--- src/rtl/io_write_arbiter_if.sv ---
// Requester-side bus for io_write_arbiter: CPU (0) and aux (1) write requests plus their acks.
interface io_write_arbiter_if;
  localparam int unsigned AW = 32;
  localparam int unsigned DW = 32;

  logic          req0;
  logic [AW-1:0] addr0;
  logic [DW-1:0] data0;
  logic          req1;
  logic [AW-1:0] addr1;
  logic [DW-1:0] data1;
  logic          ack0;
  logic          ack1;

  modport master (
    output req0, addr0, data0, req1, addr1, data1,
    input  ack0, ack1
  );

  modport slave (
    input  req0, addr0, data0, req1, addr1, data1,
    output ack0, ack1
  );
endinterface

--- src/rtl/io_write_arbiter.sv ---
// Round-robin arbiter sharing the output-port write path between the CPU store path and an aux master.
// Define IO_WR_ADDR_CHECK_EN to suppress writes to out-of-range ports and flag them on err.
module io_write_arbiter #(
  parameter logic [5:0]  BASE_SEL  = 6'b100000,
  parameter int unsigned NPORTS    = 3,
  parameter bit          PRIO_INIT = 1'b0
) (
  input  logic               io_clk,
  input  logic               reset,
  io_write_arbiter_if.slave  bus,
  output logic [31:0]        io_addr,
  output logic [31:0]        io_datain,
  output logic               io_write_enable,
  output logic               busy,
  output logic               err
);

  localparam int unsigned AW    = 32;
  localparam int unsigned DW    = 32;
  localparam int unsigned SEL_W = 6;

`ifdef IO_WR_ADDR_CHECK_EN
  localparam bit ADDR_CHECK = 1'b1;
`else
  localparam bit ADDR_CHECK = 1'b0;
`endif

  typedef enum logic {IDLE, WR} state_t;

  state_t        state, state_nxt;
  logic          prio, prio_nxt;
  logic          ack0_reg, ack1_reg;
  logic          ack0_nxt, ack1_nxt;
  logic [AW-1:0] addr_nxt;
  logic [DW-1:0] data_nxt;
  logic          we_nxt, busy_nxt, err_nxt;

  logic             gnt1;
  logic [AW-1:0]    win_addr;
  logic [DW-1:0]    win_data;
  logic [SEL_W-1:0] win_off;
  logic             in_range;

  assign bus.ack0 = ack0_reg;
  assign bus.ack1 = ack1_reg;

  // Winner selection and port-range decode of the winning address (word offset from BASE_SEL, mod 64).
  always_comb begin
    gnt1     = bus.req1 && (!bus.req0 || prio);
    win_addr = gnt1 ? bus.addr1 : bus.addr0;
    win_data = gnt1 ? bus.data1 : bus.data0;
    win_off  = win_addr[7:2] - BASE_SEL;
    in_range = (win_off < SEL_W'(NPORTS));
  end

  // Next-state and next-output logic; strobes default low so they last only the WR cycle.
  always_comb begin
    state_nxt = state;
    prio_nxt  = prio;
    addr_nxt  = io_addr;
    data_nxt  = io_datain;
    we_nxt    = 1'b0;
    busy_nxt  = 1'b0;
    err_nxt   = 1'b0;
    ack0_nxt  = 1'b0;
    ack1_nxt  = 1'b0;
    unique case (state)
      IDLE: begin
        if (bus.req0 || bus.req1) begin
          state_nxt = WR;
          prio_nxt  = ~gnt1;
          addr_nxt  = win_addr;
          data_nxt  = win_data;
          busy_nxt  = 1'b1;
          ack0_nxt  = ~gnt1;
          ack1_nxt  = gnt1;
          we_nxt    = !ADDR_CHECK || in_range;
          err_nxt   = ADDR_CHECK && !in_range;
        end
      end
      WR: state_nxt = IDLE;
      default: state_nxt = IDLE;
    endcase
  end

  always_ff @(posedge io_clk) begin
    if (reset) begin
      state           <= IDLE;
      prio            <= PRIO_INIT;
      io_addr         <= '0;
      io_datain       <= '0;
      io_write_enable <= 1'b0;
      busy            <= 1'b0;
      err             <= 1'b0;
      ack0_reg        <= 1'b0;
      ack1_reg        <= 1'b0;
    end else begin
      state           <= state_nxt;
      prio            <= prio_nxt;
      io_addr         <= addr_nxt;
      io_datain       <= data_nxt;
      io_write_enable <= we_nxt;
      busy            <= busy_nxt;
      err             <= err_nxt;
      ack0_reg        <= ack0_nxt;
      ack1_reg        <= ack1_nxt;
    end
  end

endmodule
--- src/flat_wrapper.sv ---
// flat-port wrapper written by rule: the top's interface ports become plain ports
module io_write_arbiter_flat 
#(
  parameter logic [5:0]  BASE_SEL  = 6'b100000,
  parameter int unsigned NPORTS    = 3,
  parameter bit          PRIO_INIT = 1'b0
)
  (io_clk, reset, io_addr, io_datain, io_write_enable, busy, err, bus_req0, bus_addr0, bus_data0, bus_req1, bus_addr1, bus_data1, bus_ack0, bus_ack1);
  io_write_arbiter_if bus_i ();
  input  logic io_clk;
  input  logic reset;
  output logic [31:0] io_addr;
  output logic [31:0] io_datain;
  output logic io_write_enable;
  output logic busy;
  output logic err;
  input wire logic [$bits(bus_i.req0)-1:0] bus_req0;
  input wire logic [$bits(bus_i.addr0)-1:0] bus_addr0;
  input wire logic [$bits(bus_i.data0)-1:0] bus_data0;
  input wire logic [$bits(bus_i.req1)-1:0] bus_req1;
  input wire logic [$bits(bus_i.addr1)-1:0] bus_addr1;
  input wire logic [$bits(bus_i.data1)-1:0] bus_data1;
  output wire logic [$bits(bus_i.ack0)-1:0] bus_ack0;
  output wire logic [$bits(bus_i.ack1)-1:0] bus_ack1;
  assign bus_i.req0 = bus_req0;
  assign bus_i.addr0 = bus_addr0;
  assign bus_i.data0 = bus_data0;
  assign bus_i.req1 = bus_req1;
  assign bus_i.addr1 = bus_addr1;
  assign bus_i.data1 = bus_data1;
  assign bus_ack0 = bus_i.ack0;
  assign bus_ack1 = bus_i.ack1;
  io_write_arbiter #(.BASE_SEL(BASE_SEL), .NPORTS(NPORTS), .PRIO_INIT(PRIO_INIT)) u_core (.io_clk(io_clk), .reset(reset), .bus(bus_i), .io_addr(io_addr), .io_datain(io_datain), .io_write_enable(io_write_enable), .busy(busy), .err(err));
endmodule
--- config.mk ---
export PLATFORM = sky130hd
export DESIGN_NAME = io_write_arbiter_flat
export DESIGN_NICKNAME = d
export VERILOG_FILES = /design/src/rtl/io_write_arbiter_if.sv /design/src/rtl/io_write_arbiter.sv /design/src/flat_wrapper.sv
export SDC_FILE = /design/constraint.sdc
export NUM_CORES = 1
export LEC_CHECK = 0
export BUFFER_PORTS_ARGS = -buffer_cell sky130_fd_sc_hd__buf_2
export CAP_MARGIN = 10
export CORE_ASPECT_RATIO = 1.1
export CORE_MARGIN = 3
export CORE_UTILIZATION = 43
export CTS_BUF_LIST = sky130_fd_sc_hd__clkbuf_16
export DETAILED_ROUTE_END_ITERATION = 10
export GPL_ROUTABILITY_DRIVEN = 0
export PLACE_DENSITY = 0.85
export SLEW_MARGIN = 20
export SYNTH_ARGS = -nofsm -noshare
export SYNTH_HDL_FRONTEND = slang
export SYNTH_SLANG_ARGS = --single-unit
export TNS_END_PERCENT = 50
--- constraint.sdc ---
create_clock -name io_clk -period 2.9 [get_ports io_clk]
set_clock_uncertainty 0.15 [all_clocks]
set_input_delay 0.435 -clock io_clk [delete_from_list [all_inputs] [get_ports io_clk]]
set_output_delay 0.435 -clock io_clk [all_outputs]
set_load 0.01 [all_outputs]
==> results.md <==
- top cells by area in the synthesized netlist: sky130_fd_sc_hd__dfxtp_1 51%, sky130_fd_sc_hd__a221o_1 24%, sky130_fd_sc_hd__and3_1 15%, sky130_fd_sc_hd__buf_6 2.1%, sky130_fd_sc_hd__clkbuf_1 1.8%
- endpoints failing setup: 0
- kind of critical path: reg2reg
- layout overhead on the synthesized area: 46.9%
- top cells by count, synth: 68 x sky130_fd_sc_hd__dfxtp_1, 64 x sky130_fd_sc_hd__a221o_1, 64 x sky130_fd_sc_hd__and3_1, 13 x sky130_fd_sc_hd__clkbuf_1, 9 x sky130_fd_sc_hd__buf_2
- Top delay family on crit path: simple AND/OR/NAND/NOR gates
- initial cell density of the core: 45.1%
- largest net degree at the start of global routing: 66
- Netlist Area Pre-Place: 2650 sq um
- post-detail-place hpwl: 6130 um
- vias in the first global route: 2,673
- Buffers & Inverters on Critical Path: 1
- height of the die: 88.4 um
- terminating pin of the worst hold path: u_core.io_datain[23]
- IO Pins: 201
- remaining max-slew budget at the tightest pin: 47.2%
- syn_nets: 369
- total power per unit cell area: 618 nW/um^2
- fillers: 485
- via count normalized by instance count: 5.52
- instance count along the most critical hold path: 2
- violation count after the first detailed-route iteration: 159
- cts hold-fix bufs: 0
- result of the run: completed
- input/output buffers: 199
- number of placed cells counting well taps: 488
- cell-by-cell listing of the critical path: nand2_1, buf_4, and3_1, a221o_1
- launching element type of the critical path: flop
- n_diodes: 0
- Synth area leader: sky130_fd_sc_hd__dfxtp_1
- total die area: 7150 sq um
- CTS Buffer Depth: 2
- min-delay worst type: in2reg
- endpoint of the worst register-to-register path: u_core.io_datain[25]
- Register-to-Register Path Depth: 4
- Leak: 0.00221 uW
- maxcap violations: 0
- number of detailed-routing iterations run before antenna repair: 4
- maximum fanout along the worst path: 40
- kind of capture point of the worst setup path: flop
- area share of the leading cell type in the synthesized netlist: 51.3%
- worst skew pair latency: 0.32 ns
- wire length per cell after detailed routing: 17.1 um
- global-route wire length before repair: 12,900 um
- maximum achievable frequency: 502 MHz
- area of the core region: 5880 sq um
- min-delay src: bus_data1[23]
- maximum vdd ir drop: 0.347 mV
- DRC errors left: 0
- Hold Vio Cnt, Final: 0
- actual transition at the worst max-transition pin: 0.793 ns
- number of buffers added by the clock tree synthesis step: 9
- count of instances resized after the clock tree is built: 0
- total negative slack: 0 ns
- Top Registers: u_core.io_addr: 32 flops, u_core.io_datain: 32 flops
- Clk Tree Root Cell: sky130_fd_sc_hd__clkbuf_16
- count of yosys warnings during synthesis: 0
- clock period minus worst slack: 1.99 ns
- number of distinct library cells after synthesis: 16
- number of nets in the layout: 554
- Final Slew Violations: 0
- most instantiated flip-flop cell in the synthesis netlist: sky130_fd_sc_hd__dfxtp_1
- number of clock sinks: 68
- Stages on worst setup path: 4
- Clock H-tree levels: 3
- post-detailed-route count of antenna-violating nets: 0
- mean instance size in the synthesized netlist: 11.2 sq um
- total global routing overflow: 0
- origin of the critical flop-to-flop path: u_core.prio
- via count: 2,781
- slowest CP cell: sky130_fd_sc_hd__buf_4
- clock edge transition at the registers on the reported setup and hold paths: 0.06 ns
- Synth async-reset ratio: 0%
- fraction of layout cells with a size suffix above 1: 51.5%
- final wirelength: 8600 um
- Req. time, crit path: 2.95 ns
- setup repair bufs after CTS: 0
- portion of the clock cycle consumed by the worst path in the final layout: 68.7%
- setup repair after global routing missed its margin: no
- sequential share of the synthesized area: 51.3%
- worst endpoint data arrival time: 2.04 ns
- most frequent cell after synthesis: sky130_fd_sc_hd__dfxtp_1
- worst setup path startpoint: u_core.prio
- Row Count: 29
- count of state elements after synthesis: 68
- count of flip-flops with a built-in enable after synthesis: 0
- antenna violations before repair: 0
- setup slack of the most critical reg-to-reg path: 0.91 ns
- width of the die: 80.9 um
- global router's overall resource usage: 23.0%
- number of cells in the finished layout apart from fillers: 504
- peak per-stage delay on the critical path: 0.42 ns
- Gate Count Post-Synth: 237
- TritonCTS clock tree: yes
[report_power, final]
group	leakage, uW	switching (uW)	internal [uW]
Sequential	0.000562	47.0	1020
Combinational	0.00152	189	207
Clock	0.000131	378	565
[kinds of logic after synthesis]
family / after synthesis / synth area share [%]
other cells: 1 / 0.141
simple gates: 72 / 17.2
buf+inv: 30 / 6.51
flops: 68 / 51.3
compound gates: 66 / 24.8
[per-layer routing]
layer  global-route usage [%]  share of wire [%]  up-vias
met1                     26.5                 38     1290
met5                        0                  0        -
met4                     7.37                1.0        0
met2                     40.6                 51      163
met3                     7.03                 11       10
li1                         -                  -     1318
[layout make-up]
cell class                      count  area, sq um  share of cell area (%)
Tap cell                           77         96.3                    2.47
Clock inverter                      7         36.3                   0.932
Sequential cell                    68         1360                    35.0
Multi-Input combinational cell    139         1130                    29.0
Timing Repair Buffer              204         1050                    26.9
Clock buffer                        9          225                    5.78
[how the worst max path moves through the flow]
stage	end
finish	u_core.io_datain[25]
global route	u_core.io_datain[25]
CTS	u_core.io_datain[25]
detailed placement	u_core.io_addr[15]
global placement	u_core.io_addr[17]
floorplan	u_core.io_addr[0]
[cell usage in the layout, fill, tap and decap left out, drive strengths merged]
cell type	count
a21o	1
a221o	64
and2	1
and3	64
buf	204
clkbuf	9
clkinv	3
clkinvlp	2
conb	1
dfxtp	68
inv	2
nand2	1
nor2	2
nor2b	1
nor3b	2
o21ba	1
or2	1
[through the flow]
| step | setup slack, ns | hold slack, ns | cell area [sq um] | utilization (%) | power, uW |
|---|---|---|---|---|---|
| 6_report | 0.907 | 0.191 | 3890 | 66.3 | 2410 |
| 3_3_place_gp | 0.834 | 0.314 | 3630 | 61.8 | 1470 |
| 3_5_place_dp | 0.782 | 0.312 | 3630 | 61.8 | 1480 |
| 2_1_floorplan | 1.33 | 0.299 | 2650 | - | 1280 |
| 5_1_grt | 0.731 | 0.183 | 3890 | 66.3 | 2520 |
| 4_1_cts | 0.912 | 0.181 | 3890 | 66.3 | 2420 |
Note: power is estimated with default switching activity, not from simulation.
